### src/rtl/seq_pkg.sv
// Shared types and constants for the sequencer instruction loader.
// Word layout: {flg[63:0], op_code[3:0], data[19:0], time_arg[31:0]}.
package seq_pkg;

    localparam int INSTR_W    = 120;
    localparam int WORD_BYTES = 15;

    localparam int FLG_MSB  = 119;
    localparam int FLG_LSB  = 56;
    localparam int OPC_MSB  = 55;
    localparam int OPC_LSB  = 52;
    localparam int DATA_MSB = 51;
    localparam int DATA_LSB = 32;
    localparam int TIME_MSB = 31;
    localparam int TIME_LSB = 0;

    typedef enum logic [2:0] {
        S_IDLE,
        S_HDR,
        S_DATA,
        S_WRITE,
        S_CSUM
    } ld_state_t;

endpackage

### src/rtl/seq_word_assembler.sv
// Packs a little-endian byte stream into one 120-bit instruction word.
// word_full flags the load that completes the current word.
module seq_word_assembler
    import seq_pkg::*;
(
    input  logic               clk,
    input  logic               reset_n,
    input  logic               clear,
    input  logic               load,
    input  logic [7:0]         byte_in,
    output logic [INSTR_W-1:0] word,
    output logic               word_full
);

    logic [3:0] idx;

    assign word_full = load && (idx == 4'(WORD_BYTES - 1));

    // Bytes land in place, so the word stays stable until the next load.
    always_ff @(posedge clk or negedge reset_n) begin
        if (!reset_n) begin
            idx  <= '0;
            word <= '0;
        end else if (clear) begin
            idx  <= '0;
            word <= '0;
        end else if (load) begin
            word[{idx, 3'b000} +: 8] <= byte_in;
            idx <= word_full ? 4'd0 : idx + 4'd1;
        end
    end

endmodule

### src/rtl/sequence_loader.sv
// Streams a header + 15-byte words into sequencer instruction memory.
// Optional trailing XOR checksum: define SEQ_LOADER_CHECKSUM_EN.
module sequence_loader
    import seq_pkg::*;
#(
    parameter int ADDR_SIZE      = 15,
    parameter int TIMEOUT_CYCLES = 1000000
) (
    input  logic                 clk,
    input  logic                 reset_n,
    input  logic                 start,
    input  logic [7:0]           rx_data,
    input  logic                 rx_valid,
    output logic                 rx_ready,
    output logic [ADDR_SIZE-1:0] mem_addr,
    output logic [INSTR_W-1:0]   mem_wdata,
    output logic                 mem_we,
    output logic                 busy,
    output logic                 done,
    output logic                 error,
    output logic [ADDR_SIZE:0]   word_count
);

    localparam int TW = $clog2(TIMEOUT_CYCLES + 1);
    localparam logic [16:0] MAX_N = 17'd1 << ADDR_SIZE;

    typedef logic [ADDR_SIZE:0] cnt_t;

    ld_state_t state;
    logic      hdr_idx;
    logic [7:0] hdr_lo;
    cnt_t      n_words;
    cnt_t      wc_next;
    logic [TW-1:0] tcnt;
    logic [15:0] hdr_n;
    logic      loading;
    logic      accept;
    logic      tmo;
    logic      word_full;
    logic      clear;

    assign loading  = (state == S_HDR) || (state == S_DATA) || (state == S_CSUM);
    assign rx_ready = loading;
    assign accept   = rx_valid && rx_ready;
    assign busy     = (state != S_IDLE);
    assign mem_we   = (state == S_WRITE);
    assign hdr_n    = {rx_data, hdr_lo};
    assign wc_next  = word_count + 1'b1;
    assign clear    = (state == S_IDLE) && start;
    assign tmo      = loading && !accept && (tcnt == TW'(TIMEOUT_CYCLES - 1));

    seq_word_assembler u_asm (
        .clk      (clk),
        .reset_n  (reset_n),
        .clear    (clear),
        .load     ((state == S_DATA) && accept),
        .byte_in  (rx_data),
        .word     (mem_wdata),
        .word_full(word_full)
    );

    always_ff @(posedge clk or negedge reset_n) begin
        if (!reset_n) begin
            tcnt <= '0;
        end else if (!loading || accept) begin
            tcnt <= '0;
        end else if (!tmo) begin
            tcnt <= tcnt + 1'b1;
        end
    end

`ifdef SEQ_LOADER_CHECKSUM_EN
    logic [7:0] csum;

    always_ff @(posedge clk or negedge reset_n) begin
        if (!reset_n) begin
            csum <= '0;
        end else if (clear) begin
            csum <= '0;
        end else if (accept && (state != S_CSUM)) begin
            csum <= csum ^ rx_data;
        end
    end
`endif

    always_ff @(posedge clk or negedge reset_n) begin
        if (!reset_n) begin
            state      <= S_IDLE;
            hdr_idx    <= 1'b0;
            hdr_lo     <= '0;
            n_words    <= '0;
            mem_addr   <= '0;
            word_count <= '0;
            done       <= 1'b0;
            error      <= 1'b0;
        end else begin
            done <= 1'b0;
            if (tmo) begin
                error <= 1'b1;
                state <= S_IDLE;
            end else begin
                unique case (state)
                    S_IDLE: begin
                        if (start) begin
                            state      <= S_HDR;
                            error      <= 1'b0;
                            word_count <= '0;
                            mem_addr   <= '0;
                            hdr_idx    <= 1'b0;
                        end
                    end
                    S_HDR: begin
                        if (accept) begin
                            if (!hdr_idx) begin
                                hdr_lo  <= rx_data;
                                hdr_idx <= 1'b1;
                            end else if (17'(hdr_n) > MAX_N) begin
                                error <= 1'b1;
                                state <= S_IDLE;
                            end else begin
                                n_words <= cnt_t'(hdr_n);
                                if (hdr_n == 16'd0) begin
`ifdef SEQ_LOADER_CHECKSUM_EN
                                    state <= S_CSUM;
`else
                                    state <= S_IDLE;
                                    done  <= 1'b1;
`endif
                                end else begin
                                    state <= S_DATA;
                                end
                            end
                        end
                    end
                    S_DATA: begin
                        if (word_full) state <= S_WRITE;
                    end
                    S_WRITE: begin
                        word_count <= wc_next;
                        // Saturate so a full-depth load never wraps to 0.
                        if (~&mem_addr) mem_addr <= mem_addr + 1'b1;
                        if (wc_next == n_words) begin
`ifdef SEQ_LOADER_CHECKSUM_EN
                            state <= S_CSUM;
`else
                            state <= S_IDLE;
                            done  <= 1'b1;
`endif
                        end else begin
                            state <= S_DATA;
                        end
                    end
`ifdef SEQ_LOADER_CHECKSUM_EN
                    S_CSUM: begin
                        if (accept) begin
                            if (rx_data == csum) done  <= 1'b1;
                            else                 error <= 1'b1;
                            state <= S_IDLE;
                        end
                    end
`endif
                    default: state <= S_IDLE;
                endcase
            end
        end
    end

endmodule

### config.mk
export PLATFORM = sky130hd
export DESIGN_NAME = sequence_loader
export DESIGN_NICKNAME = d
export VERILOG_FILES = /design/src/rtl/seq_pkg.sv /design/src/rtl/seq_word_assembler.sv /design/src/rtl/sequence_loader.sv
export SDC_FILE = /design/constraint.sdc
export NUM_CORES = 1
export LEC_CHECK = 0
export ABC_AREA = 1
export BUFFER_PORTS_ARGS = -buffer_cell sky130_fd_sc_hd__buf_4
export CORE_ASPECT_RATIO = 0.5
export CORE_UTILIZATION = 35
export DETAILED_ROUTE_END_ITERATION = 16
export GPL_TIMING_DRIVEN = 1
export PLACE_DENSITY = 0.52
export SLEW_MARGIN = 15
export SYNTH_ARGS = -nofsm -noshare
export SYNTH_HDL_FRONTEND = slang
export SYNTH_HIERARCHICAL = 1
export SYNTH_SLANG_ARGS = --single-unit
export TNS_END_PERCENT = 1
### constraint.sdc
create_clock -name clk -period 2.5 [get_ports clk]
set_input_delay 0.5 -clock clk [delete_from_list [all_inputs] [get_ports clk]]
set_output_delay 0.5 -clock clk [all_outputs]
set_load 0.1 [all_outputs]
==> impl_metrics.env, run 1 <==
export IMPL_synth_edf_count=0
export IMPL_syn_nets=1238
export IMPL_port_buffers=167
export IMPL_drt_iter0_markers=601
export IMPL_p_int_mw=6.03
export IMPL_wl_per_cell_um=16.4
export IMPL_via_per_inst=5.06
export IMPL_area_growth_pct=25.2
export IMPL_crit_chain="inv_1 > ha_4 > inv_1 > nor3_4 > nand4_1 > inv_1 > o21ai_0 > o21bai_1 > a31oi_1 > nand2_1 > nand2_1"
export IMPL_seq_area_frac_synth_pct=51.4
export IMPL_fill_cells=2767
export IMPL_pin_count=168
export IMPL_die_w_um=240
export IMPL_hpwl_um=21200
export IMPL_rsz0062_at_grt="no"
export IMPL_cts_sinks=204
export IMPL_ant_nets=0
export IMPL_fin_ws_ns=0.252
export IMPL_clkSlewWorstSetupHoldPaths_ns=0.06
export IMPL_path_max_fanout=6
export IMPL_die_area_sq_mm=0.0291
export IMPL_fp_dieH_um=121
export IMPL_power_share_combinational_pct=31.3
export IMPL_required_ns=2.94
export IMPL_seqCellArea_sq_mm=0.00510
export IMPL_pwr_share_seq_pct=37.8
export IMPL_floorplan_initialDensity_pct=35.8
export IMPL_place_area_sq_mm=0.0117
export IMPL_grt_pass1_vias=8243
export IMPL_setup_worst_path_end_class="flop"
export IMPL_min_period_ns=2.25
export IMPL_globalplace_congestion=0.825
export IMPL_multi_input_area_sq_mm=0.00426
export IMPL_finalCritPeriodShare_pct=89.9
export IMPL_syn_area_sq_mm=0.00993
export IMPL_start_kind="flop"
export IMPL_synth_top_area_share_pct=51.4
export IMPL_place_ws_ns=0.0815
export IMPL_ys_warn_count=6
export IMPL_drcViolationCount=0
export IMPL_r2r_start="state[1]"
export IMPL_tightest_slew_ns=0.559
export IMPL_pwr_density_cell_mw_per_mm2=799
export IMPL_swShare_pct=39.4
export IMPL_drv_slew=0
export IMPL_rr_endpoint="state[1]"
export IMPL_criticalPathCategory="reg2reg"
export IMPL_fin_skew_ns=0.0219
export IMPL_grt_pass1_wl_um=45900
export IMPL_status="completed"
export IMPL_clockBufferDepth=3
export IMPL_cts_buffers=21
export IMPL_finalHoldViolations=0
export IMPL_clkPwrFrac_pct=30.9
export IMPL_avgSynthCellArea_sq_um=8.17
export IMPL_startpoint="state[1]"
export IMPL_layout_common_cells="nand2_1 (299), nand3_1 (204), dfrtp_1 (204), buf_4 (184), inv_1 (110)"
export IMPL_fin_util_pct=44.8
export IMPL_htree_levels=1
export IMPL_synth_ff_type="dfrtp_1"
export IMPL_nNetsFinal=1416
export IMPL_regToRegSetupSlack_ns=0.25
export IMPL_postCtsSetupBuffers=0
export IMPL_setup_viol=0
export IMPL_hp_class="in2reg"
export IMPL_antenna_cells=0
export IMPL_num_vias=9050
export IMPL_routed_wl_um=29300
export IMPL_yosysTopAreaCell="dfrtp_1"
export IMPL_critical_path_max_stage_delay_ns=0.40
export IMPL_drt_pass1_iterations=5
export IMPL_final_common_cell="nand2_1"
export IMPL_fmax_mhz=445
export IMPL_cpMaxStageDelayCell="dfrtp_1"
export IMPL_grt_usage_pct=20.0
export IMPL_reg2regPathDepth=11
export IMPL_crit_path_frequent_cell="inv_1"
export IMPL_crit_path_end="state[1]"
export IMPL_netlist_cell_type_count=46
export IMPL_root_buffer="clkbuf_16"
export IMPL_layout_drive_gt1_share_pct=19.7
export IMPL_finalPower_mw=9.94
export IMPL_ir_worst_vdd_mv=0.447
export IMPL_relSlewSlack_pct=62.6
export IMPL_cts_tree="yes"
export IMPL_core_area_sq_mm=0.0278
export IMPL_tns_ns=0
export IMPL_power_switching_mw=3.91
export IMPL_ys_seq_elements=204
export IMPL_grt_max_degree=69
export IMPL_crit_arrival_ns=2.69
export IMPL_leakagePower_nw=6.22
export IMPL_fp_row_count=43
export IMPL_maxCapViolations=0
export IMPL_stdcell_area_sq_mm=0.0124
export IMPL_clk_latency_ns=0.52
export IMPL_overflow=0
export IMPL_antenna_found_initial=0
export IMPL_synth_async_reset_ratio_pct=100
export IMPL_syn_inst=1215
export IMPL_ys_top_cells_by_area="dfrtp_1 (51%), nand2_1 (11%), nand3_1 (10%)"
[layer usage]
metal / GRT usage (%) / vias to the layer above / wire length, um
li1: - / 4431 / -
met1: 29.4 / 4422 / 14000
met2: 31.1 / 169 / 13700
met3: 3.57 / 28 / 1150
met4: 3.34 / 0 / 421
met5: 0 / - / 0
[cell families after synthesis]
| kind of cell | Yosys count | synth area share (%) |
|---|---|---|
| flip-flops | 204 | 51.4 |
| AND/OR/NAND/NOR | 695 | 32.3 |
| AO/OA/AOI/OAI | 142 | 7.68 |
| XOR/XNOR | 7 | 0.882 |
| multiplexers | 3 | 0.340 |
| adder cells (fa/ha/maj) | 11 | 1.39 |
| buffers and inverters | 153 | 6.04 |
[state kept, by name, indices dropped and copies added, names as in the netlist, 2 cells and up]
register    cells
u_asm/word    120
word_count     16
u_asm/idx       4
n_words        16
hdr_lo          8
mem_addr       15
state           2
tcnt           20
[through the flow]
| stage | hold WS, ns | std cells |
|---|---|---|
| after floorplan | 0.204 | 1215 |
| after global routing | 0.308 | 1787 |
| final | 0.315 | 1787 |
| after CTS | 0.292 | 1787 |
| after global placement | 0.449 | 1751 |
| after detailed placement | 0.462 | 1751 |
[power groups by stage]
stage / Clock, mW / Combinational, mW / Sequential (mW)
finish: 3.07 / 3.11 / 3.76
global route: 3.29 / 3.39 / 3.79
CTS: 3.17 / 3.10 / 3.76
detailed placement: 0 / 3.08 / 3.82
global placement: 0 / 3.07 / 3.81
floorplan: 0 / 1.79 / 4.18
[how the worst min path moves through the flow]
stage / cells after the start / to / from / slack [ns]
floorplan: 0 / done / reset_n / 0.20
global placement: 1 / tcnt[17] / tcnt[17] / 0.45
detailed placement: 1 / tcnt[17] / tcnt[17] / 0.46
CTS: 3 / n_words[8] / rx_data[0] / 0.29
global route: 3 / n_words[8] / rx_data[0] / 0.31
finish: 3 / hdr_lo[0] / rx_data[0] / 0.31
[final cells by class]
cell class	count	area share, %
Sequential cell	204	41.1
Multi-Input combinational cell	858	34.3
Timing Repair Buffer	190	11.9
Clock buffer	30	4.98
Tap cell	382	3.84
Inverter	118	3.58
Clock inverter	5	0.282
[what timing repair did]
action | 4_1_cts | 5_1_grt
hold buffers | 1 | 0
setup endpoints to repair | 0 | 57
gates resized for setup | 0 | 5
hold endpoints to repair | 43 | 0
[synthesized netlist by cell type, types with 3 or more instances]
cell type,instances
a21oi_1,29
buf_1,8
buf_2,5
buf_4,3
clkbuf_1,18
dfrtp_1,204
ha_1,11
inv_1,111
inv_2,5
mux2_2,3
nand2_1,300
nand2_2,10
nand3_1,205
nand3_2,5
nand3b_1,3
nand4_1,39
nor2_1,85
nor2_2,8
nor2_4,9
nor3_1,17
nor3_2,4
nor3b_1,3
nor4_1,5
o21ai_0,91
o22ai_1,7
xor2_1,4
[critical path, delay by kind of cell (launching register included)]
| kind | cells | cell delay (ns) |
|---|---|---|
| AO/OA/AOI/OAI | 3 | 0.48 |
| adder cells (fa/ha/maj) | 1 | 0.31 |
| buffers and inverters | 3 | 0.34 |
| flip-flops | 1 | 0.40 |
| AND/OR/NAND/NOR | 4 | 0.67 |
Power figures use the tool's default switching activity.
==> inputs of run 2 (changes only) <==
--- a/config.mk
+++ b/config.mk
@@ -6,5 +6,4 @@
 export NUM_CORES = 1
 export LEC_CHECK = 0
-export ABC_AREA = 1
 export BUFFER_PORTS_ARGS = -buffer_cell sky130_fd_sc_hd__buf_4
 export CORE_ASPECT_RATIO = 0.5
==> constraint.sdc (replaced) <==
create_clock -name clk -period 2.5 [get_ports clk]
set_input_delay 0.5 -clock clk [delete_from_list [all_inputs] [get_ports clk]]
set_output_delay 0.5 -clock clk [all_outputs]
set_load 0.005 [all_outputs]
==> run 2 against run 1 <==
Compared with the run above: cell count is 17% lower; clock power grew 6%; global-route usage decreased by 0.54 points; non-clock buffer count increased by 30; wire length decreased by 5.0%; count of clock-buffer cells in the layout increased by 1; largest cell class unchanged.
==> impl_metrics.env, run 2 <==
export IMPL_reg_top3="u_asm/word: 120 flops, tcnt: 20 flops"
export IMPL_area_growth_pct=27.0
export IMPL_whs_ns=0.339
export IMPL_pwr_share_seq_pct=40.5
export IMPL_final_common_cell="buf_4"
export IMPL_maxCapViolations=0
export IMPL_port_buffers=167
export IMPL_overflow=0
export IMPL_drt_iter0_markers=437
export IMPL_cts_tree="yes"
export IMPL_core_area_sq_mm=0.0277
export IMPL_postCtsSetupBuffers=0
export IMPL_criticalPathCategory="reg2reg"
export IMPL_yosysTopAreaCell="dfrtp_1"
export IMPL_hpwl_um=19300
export IMPL_die_area_sq_mm=0.0289
export IMPL_finalCritPeriodShare_pct=93.5
export IMPL_fin_util_pct=45.2
export IMPL_ys_seq_elements=204
export IMPL_floorplan_initialDensity_pct=35.6
export IMPL_antenna_cells=0
export IMPL_clkSlewWorstSetupHoldPaths_ns=0.06
export IMPL_crit_arrival_ns=2.70
export IMPL_ys_top_cells_by_area="dfrtp_1 (52%), mux2i_1 (7.2%), a22o_1 (4.4%)"
export IMPL_num_vias=7617
export IMPL_hp_class="in2reg"
export IMPL_setup_worst_path_end_class="flop"
export IMPL_layout_drive_gt1_share_pct=28.3
export IMPL_drv_slew=0
export IMPL_synth_ff_type="dfrtp_1"
export IMPL_grt_pass1_wl_um=44000
export IMPL_grt_pass1_vias=7660
export IMPL_synth_async_reset_ratio_pct=100
export IMPL_yosysMostFrequentCell="dfrtp_1"
export IMPL_place_ws_ns=0.0402
export IMPL_pwr_density_cell_mw_per_mm2=754
export IMPL_instances_no_fill=1488
export IMPL_drcViolationCount=0
export IMPL_grt_usage_pct=19.5
export IMPL_finalHoldViolations=0
export IMPL_place_area_sq_mm=0.0118
export IMPL_fp_row_count=43
export IMPL_syn_area_sq_mm=0.00987
export IMPL_clockBufferDepth=3
export IMPL_wl_per_cell_um=18.7
export IMPL_cts_sinks=204
export IMPL_via_per_inst=5.12
export IMPL_layout_common_cells="buf_4 (215), dfrtp_1 (204), nor2_1 (78), mux2i_1 (71), a22o_1 (50)"
export IMPL_netlist_cell_type_count=80
export IMPL_globalplace_congestion=0.795
export IMPL_fin_ws_ns=0.162
export IMPL_fin_skew_ns=0.0135
export IMPL_htree_levels=1
export IMPL_clkPwrFrac_pct=34.4
export IMPL_grt_max_degree=53
export IMPL_ys_warn_count=6
export IMPL_min_period_ns=2.34
export IMPL_power_share_combinational_pct=25.1
export IMPL_root_buffer="clkbuf_16"
export IMPL_finalPower_mw=9.45
export IMPL_tightest_slew_ns=0.715
export IMPL_rsz0062_at_grt="no"
export IMPL_antenna_found_initial=0
export IMPL_cts_buffers=21
export IMPL_power_switching_mw=2.99
export IMPL_path_max_fanout=2
export IMPL_stdcell_area_sq_mm=0.0125
export IMPL_required_ns=2.86
export IMPL_p_int_mw=6.46
export IMPL_die_w_um=239
export IMPL_synth_edf_count=0
export IMPL_pin_count=168
export IMPL_place_inst=1450
export IMPL_synth_top_area_share_pct=51.7
export IMPL_seq_area_frac_synth_pct=51.7
export IMPL_tns_ns=0
export IMPL_hold_depth=3
export IMPL_relSlewSlack_pct=52.4
export IMPL_largest_reg_flops=120
export IMPL_avgSynthCellArea_sq_um=11.0
export IMPL_syn_inst=899
export IMPL_ant_nets=0
export IMPL_status="completed"
export IMPL_regMostFlops="u_asm/word"
export IMPL_fp_dieH_um=121
export IMPL_start_kind="flop"
export IMPL_swShare_pct=31.6
export IMPL_fmax_mhz=428
export IMPL_leakagePower_nw=6.07
export IMPL_ir_worst_vdd_mv=0.422
export IMPL_yosys_top_cells_count="dfrtp_1 (204), nor2_1 (78), mux2i_1 (71), a22o_1 (50), nand2_1 (48)"
export IMPL_nNetsFinal=1115
export IMPL_drt_pass1_iterations=4
export IMPL_setup_viol=0
export IMPL_clk_latency_ns=0.50
export IMPL_routed_wl_um=27800
export IMPL_reg2regPathDepth=8
export IMPL_syn_nets=922
-- run 2: power groups by stage --
stage          combinational [mW]  clock, mW  sequential, mW
2_1_floorplan                1.56          0            3.83
3_3_place_gp                 2.29          0            3.88
3_5_place_dp                 2.36          0            3.90
4_1_cts                      2.36       3.34            3.84
5_1_grt                      2.62       3.47            3.87
6_report                     2.37       3.25            3.83
-- run 2: metal layers --
metal  part of all wire [%]  track usage (%)
met3                    4.2             3.86
met1                     46             27.2
met2                     47             30.7
met5                      0                0
met4                    2.8             5.53
-- run 2: path summary, 6_finish.rpt --
kind | from | endpoint | slack, ns
min in group asynchronous | reset_n | mem_addr[5] | 0.52
min reg2reg | hdr_lo[2] | n_words[2] | 0.51
max in group asynchronous | reset_n | n_words[4] | 1.23
max reg2reg | word_count[1] | state[1] | 0.16
max | word_count[1] | state[1] | 0.16
min | rx_valid | hdr_idx | 0.34
-- run 2: timing repair --
item | CTS | global route
hold buffers | 1 | 0
setup endpoints to repair | 0 | 36
resized for setup | 0 | 7
hold endpoints to repair | 47 | 0
-- run 2: kinds of logic (layout without fill, tap and decap cells) --
family	count (synthesis)	in the layout	synth area share, %
xor+xnor	51	51	4.53
mux	93	93	9.71
simple gates	312	312	17.5
flops	204	204	51.7
buf+inv	68	275	3.14
compound gates	160	160	12.0
fa+ha+maj	11	11	1.39
-- run 2: area by class of cell --
type / instances / area, sq um
clock buffers: 31 / 623
multi-input cells: 627 / 4480
inverters: 18 / 67.6
fillers: 2619 / 15200
repair buffers: 220 / 1700
flip-flops and latches: 204 / 5100
well taps: 382 / 478
clock inverters: 6 / 83.8
-- run 2: critical path: stages (launching register included) --
cell       delay, ns
dfrtp_1         0.39
ha_2            0.34
xnor2_1         0.11
o311ai_0        0.17
a2111oi_2       0.44
o2111ai_1       0.18
o41ai_1         0.34
buf_4           0.18
a21oi_1         0.07
==> inputs of run 3 (changes only) <==
ABC_AREA = 1   (was unset)
RECOVER_POWER = 50   (was unset)
==> run 3 against run 2 <==
Compared with the run above: maximum frequency is 1.0% lower; largest cell class unchanged; critical path type unchanged; via count is 19% higher; sequential power is 2% lower; combinational power is 5% higher; first-iteration DRC count is 46% higher; power is 3.2% higher; setup slack worse by 0.025 ns.
==> impl_metrics.env, run 3 (synthesis results as in run 1) <==
export IMPL_status="completed"
export IMPL_wl_per_cell_um=16.7
export IMPL_tightest_slew_ns=1.41
export IMPL_ant_nets=0
export IMPL_fill_cells=2808
export IMPL_ir_worst_vdd_mv=0.406
export IMPL_required_ns=2.89
export IMPL_clkSlewWorstSetupHoldPaths_ns=0.07
export IMPL_fp_dieH_um=121
export IMPL_nNetsFinal=1419
export IMPL_grt_pass1_vias=8471
export IMPL_maxCapViolations=0
export IMPL_setup_worst_path_end_class="flop"
export IMPL_relSlewSlack_pct=6.08
export IMPL_min_period_ns=2.36
export IMPL_overflow=0
export IMPL_finalHoldViolations=0
export IMPL_crit_arrival_ns=2.75
export IMPL_grt_pass1_wl_um=47100
export IMPL_pwr_density_cell_mw_per_mm2=783
export IMPL_fp_row_count=43
export IMPL_drv_slew=0
export IMPL_num_vias=9043
export IMPL_routed_wl_um=30000
export IMPL_hp_start="rx_data[0]"
export IMPL_antenna_cells=0
export IMPL_reg_top3="u_asm/word: 120 flops, tcnt: 20 flops"
export IMPL_crit_chain="inv_1 > ha_2 > inv_1 > nor3_4 > buf_4 > nand3_1 > nand3_1 > o21ai_0"
export IMPL_antenna_found_initial=0
export IMPL_tns_ns=0
export IMPL_clockBufferDepth=3
export IMPL_fmax_mhz=423
export IMPL_critical_path_max_stage_delay_ns=0.40
export IMPL_die_w_um=240
export IMPL_largest_reg_flops=120
export IMPL_layout_common_cells="nand2_1 (299), nand3_1 (204), dfrtp_1 (204), inv_1 (110), buf_4 (108)"
export IMPL_drcViolationCount=0
export IMPL_cts_sinks=204
export IMPL_floorplan_initialDensity_pct=35.8
export IMPL_final_common_cell="nand2_1"
export IMPL_drt_iter0_markers=640
export IMPL_layout_drive_gt1_share_pct=19.1
export IMPL_drt_pass1_iterations=5
export IMPL_startpoint="state[0]"
export IMPL_leakagePower_nw=6.16
export IMPL_cts_buffers=21
export IMPL_regMostFlops="u_asm/word"
export IMPL_cpMaxStageDelayCell="dfrtp_1"
export IMPL_grt_max_degree=68
export IMPL_pin_count=168
export IMPL_via_per_inst=5.05
export IMPL_instances_no_fill=1792
export IMPL_globalplace_congestion=0.828
export IMPL_setup_viol=0
export IMPL_die_area_sq_mm=0.0291
export IMPL_cts_tree="yes"
export IMPL_fin_skew_ns=0.0140
export IMPL_place_inst=1751
export IMPL_area_growth_pct=25.4
export IMPL_hpwl_um=21600
export IMPL_path_max_fanout=16
export IMPL_grt_usage_pct=20.6
export IMPL_finalCritPeriodShare_pct=94.5
export IMPL_core_area_sq_mm=0.0278
export IMPL_port_buffers=167
export IMPL_r2r_start="state[0]"
export IMPL_htree_levels=1
export IMPL_start_kind="flop"
export IMPL_hp_class="in2reg"
export IMPL_criticalPathCategory="reg2reg"
export IMPL_root_buffer="clkbuf_16"
export IMPL_rsz0062_at_grt="no"
export IMPL_clk_latency_ns=0.52
-- run 3: cell count changes in the layout (fill, tap and decap cells not counted), moves of 16 or more --
| cell | before | now |
|---|---|---|
| clkbuf_1 | 4 | 20 |
| buf_4 | 215 | 108 |
| clkbuf_4 | 0 | 59 |
| nand2_1 | 48 | 299 |
| o21ai_0 | 28 | 90 |
| a22o_1 | 50 | 1 |
| nand2b_1 | 46 | 0 |
| xor2_1 | 30 | 4 |
| nand4_1 | 23 | 39 |
| mux2i_1 | 71 | 0 |
| inv_1 | 17 | 110 |
| xnor2_1 | 21 | 1 |
| mux2_2 | 22 | 3 |
| nand3_1 | 21 | 204 |
-- run 3: worst max-delay path, delay by kind of cell (launching register included) --
family                   cells  cell delay, ns
flip-flops                   1            0.40
adder cells (fa/ha/maj)      1            0.38
AND/OR/NAND/NOR              3            0.86
AO/OA/AOI/OAI                1            0.10
buffers and inverters        3            0.48
-- run 3: worst paths after layout --
path | slack (ns) | depth (start not counted) | to
max | 0.14 | 8 | u_asm/word[104]
min | 0.31 | 3 | n_words[8]
max reg2reg | 0.14 | 8 | u_asm/word[104]
min reg2reg | 0.46 | 1 | tcnt[17]
max in group asynchronous | 0.39 | 3 | tcnt[16]
min in group asynchronous | 0.85 | 2 | word_count[13]
-- run 3: what timing repair did --
| action | 4_1_cts | 5_1_grt |
|---|---|---|
| buffers inserted | 0 | 3 |
| hold buffers | 1 | 0 |
| resized for setup | 2 | 9 |
| endpoints found under the setup margin | 9 | 97 |
| cloned | 0 | 0 |
| hold endpoints to repair | 48 | 0 |
| pin swaps | 0 | 2 |
-- run 3: layer usage --
metal / GRT usage [%] / wire [um] / vias up
met5: 0 / 0 / -
met4: 4.34 / 528 / 0
met3: 3.64 / 1480 / 38
met2: 32.1 / 13600 / 220
met1: 29.9 / 14300 / 4359
li1: - / - / 4426
-- run 3: power by group --
part | internal [mW] | switching [mW] | leakage [nW]
Clock | 2.12 | 1.39 | 0.373
Combinational | 0.733 | 1.76 | 2.98
Sequential | 3.55 | 0.206 | 2.80
Total | 6.41 | 3.35 | 6.16
-- run 3: metrics by stage --
| step | power (mW) | hold slack [ns] | instance area, sq um | util [%] | setup WS, ns |
|---|---|---|---|---|---|
| 3_3_place_gp | 6.24 | 0.453 | 11700 | 42.3 | 0.0918 |
| 3_5_place_dp | 6.27 | 0.451 | 11700 | 42.3 | -0.00356 |
| 6_report | 9.75 | 0.309 | 12500 | 44.9 | 0.138 |
| 5_1_grt | 10.3 | 0.323 | 12500 | 44.9 | 0.0137 |
| 2_1_floorplan | 5.31 | 0.204 | 9930 | - | 0.153 |
| 4_1_cts | 9.83 | 0.283 | 12500 | 45.1 | 0.000892 |
-- run 3: layout make-up --
class	instances	area [sq um]	area share [%]
clock buffer	24	557	4.47
timing repair buffer	193	1410	11.3
multi-input combinational	858	4260	34.2
inverter	118	445	3.58
sequential	204	5100	41.0
tap	382	478	3.84
clock inverter	13	196	1.58
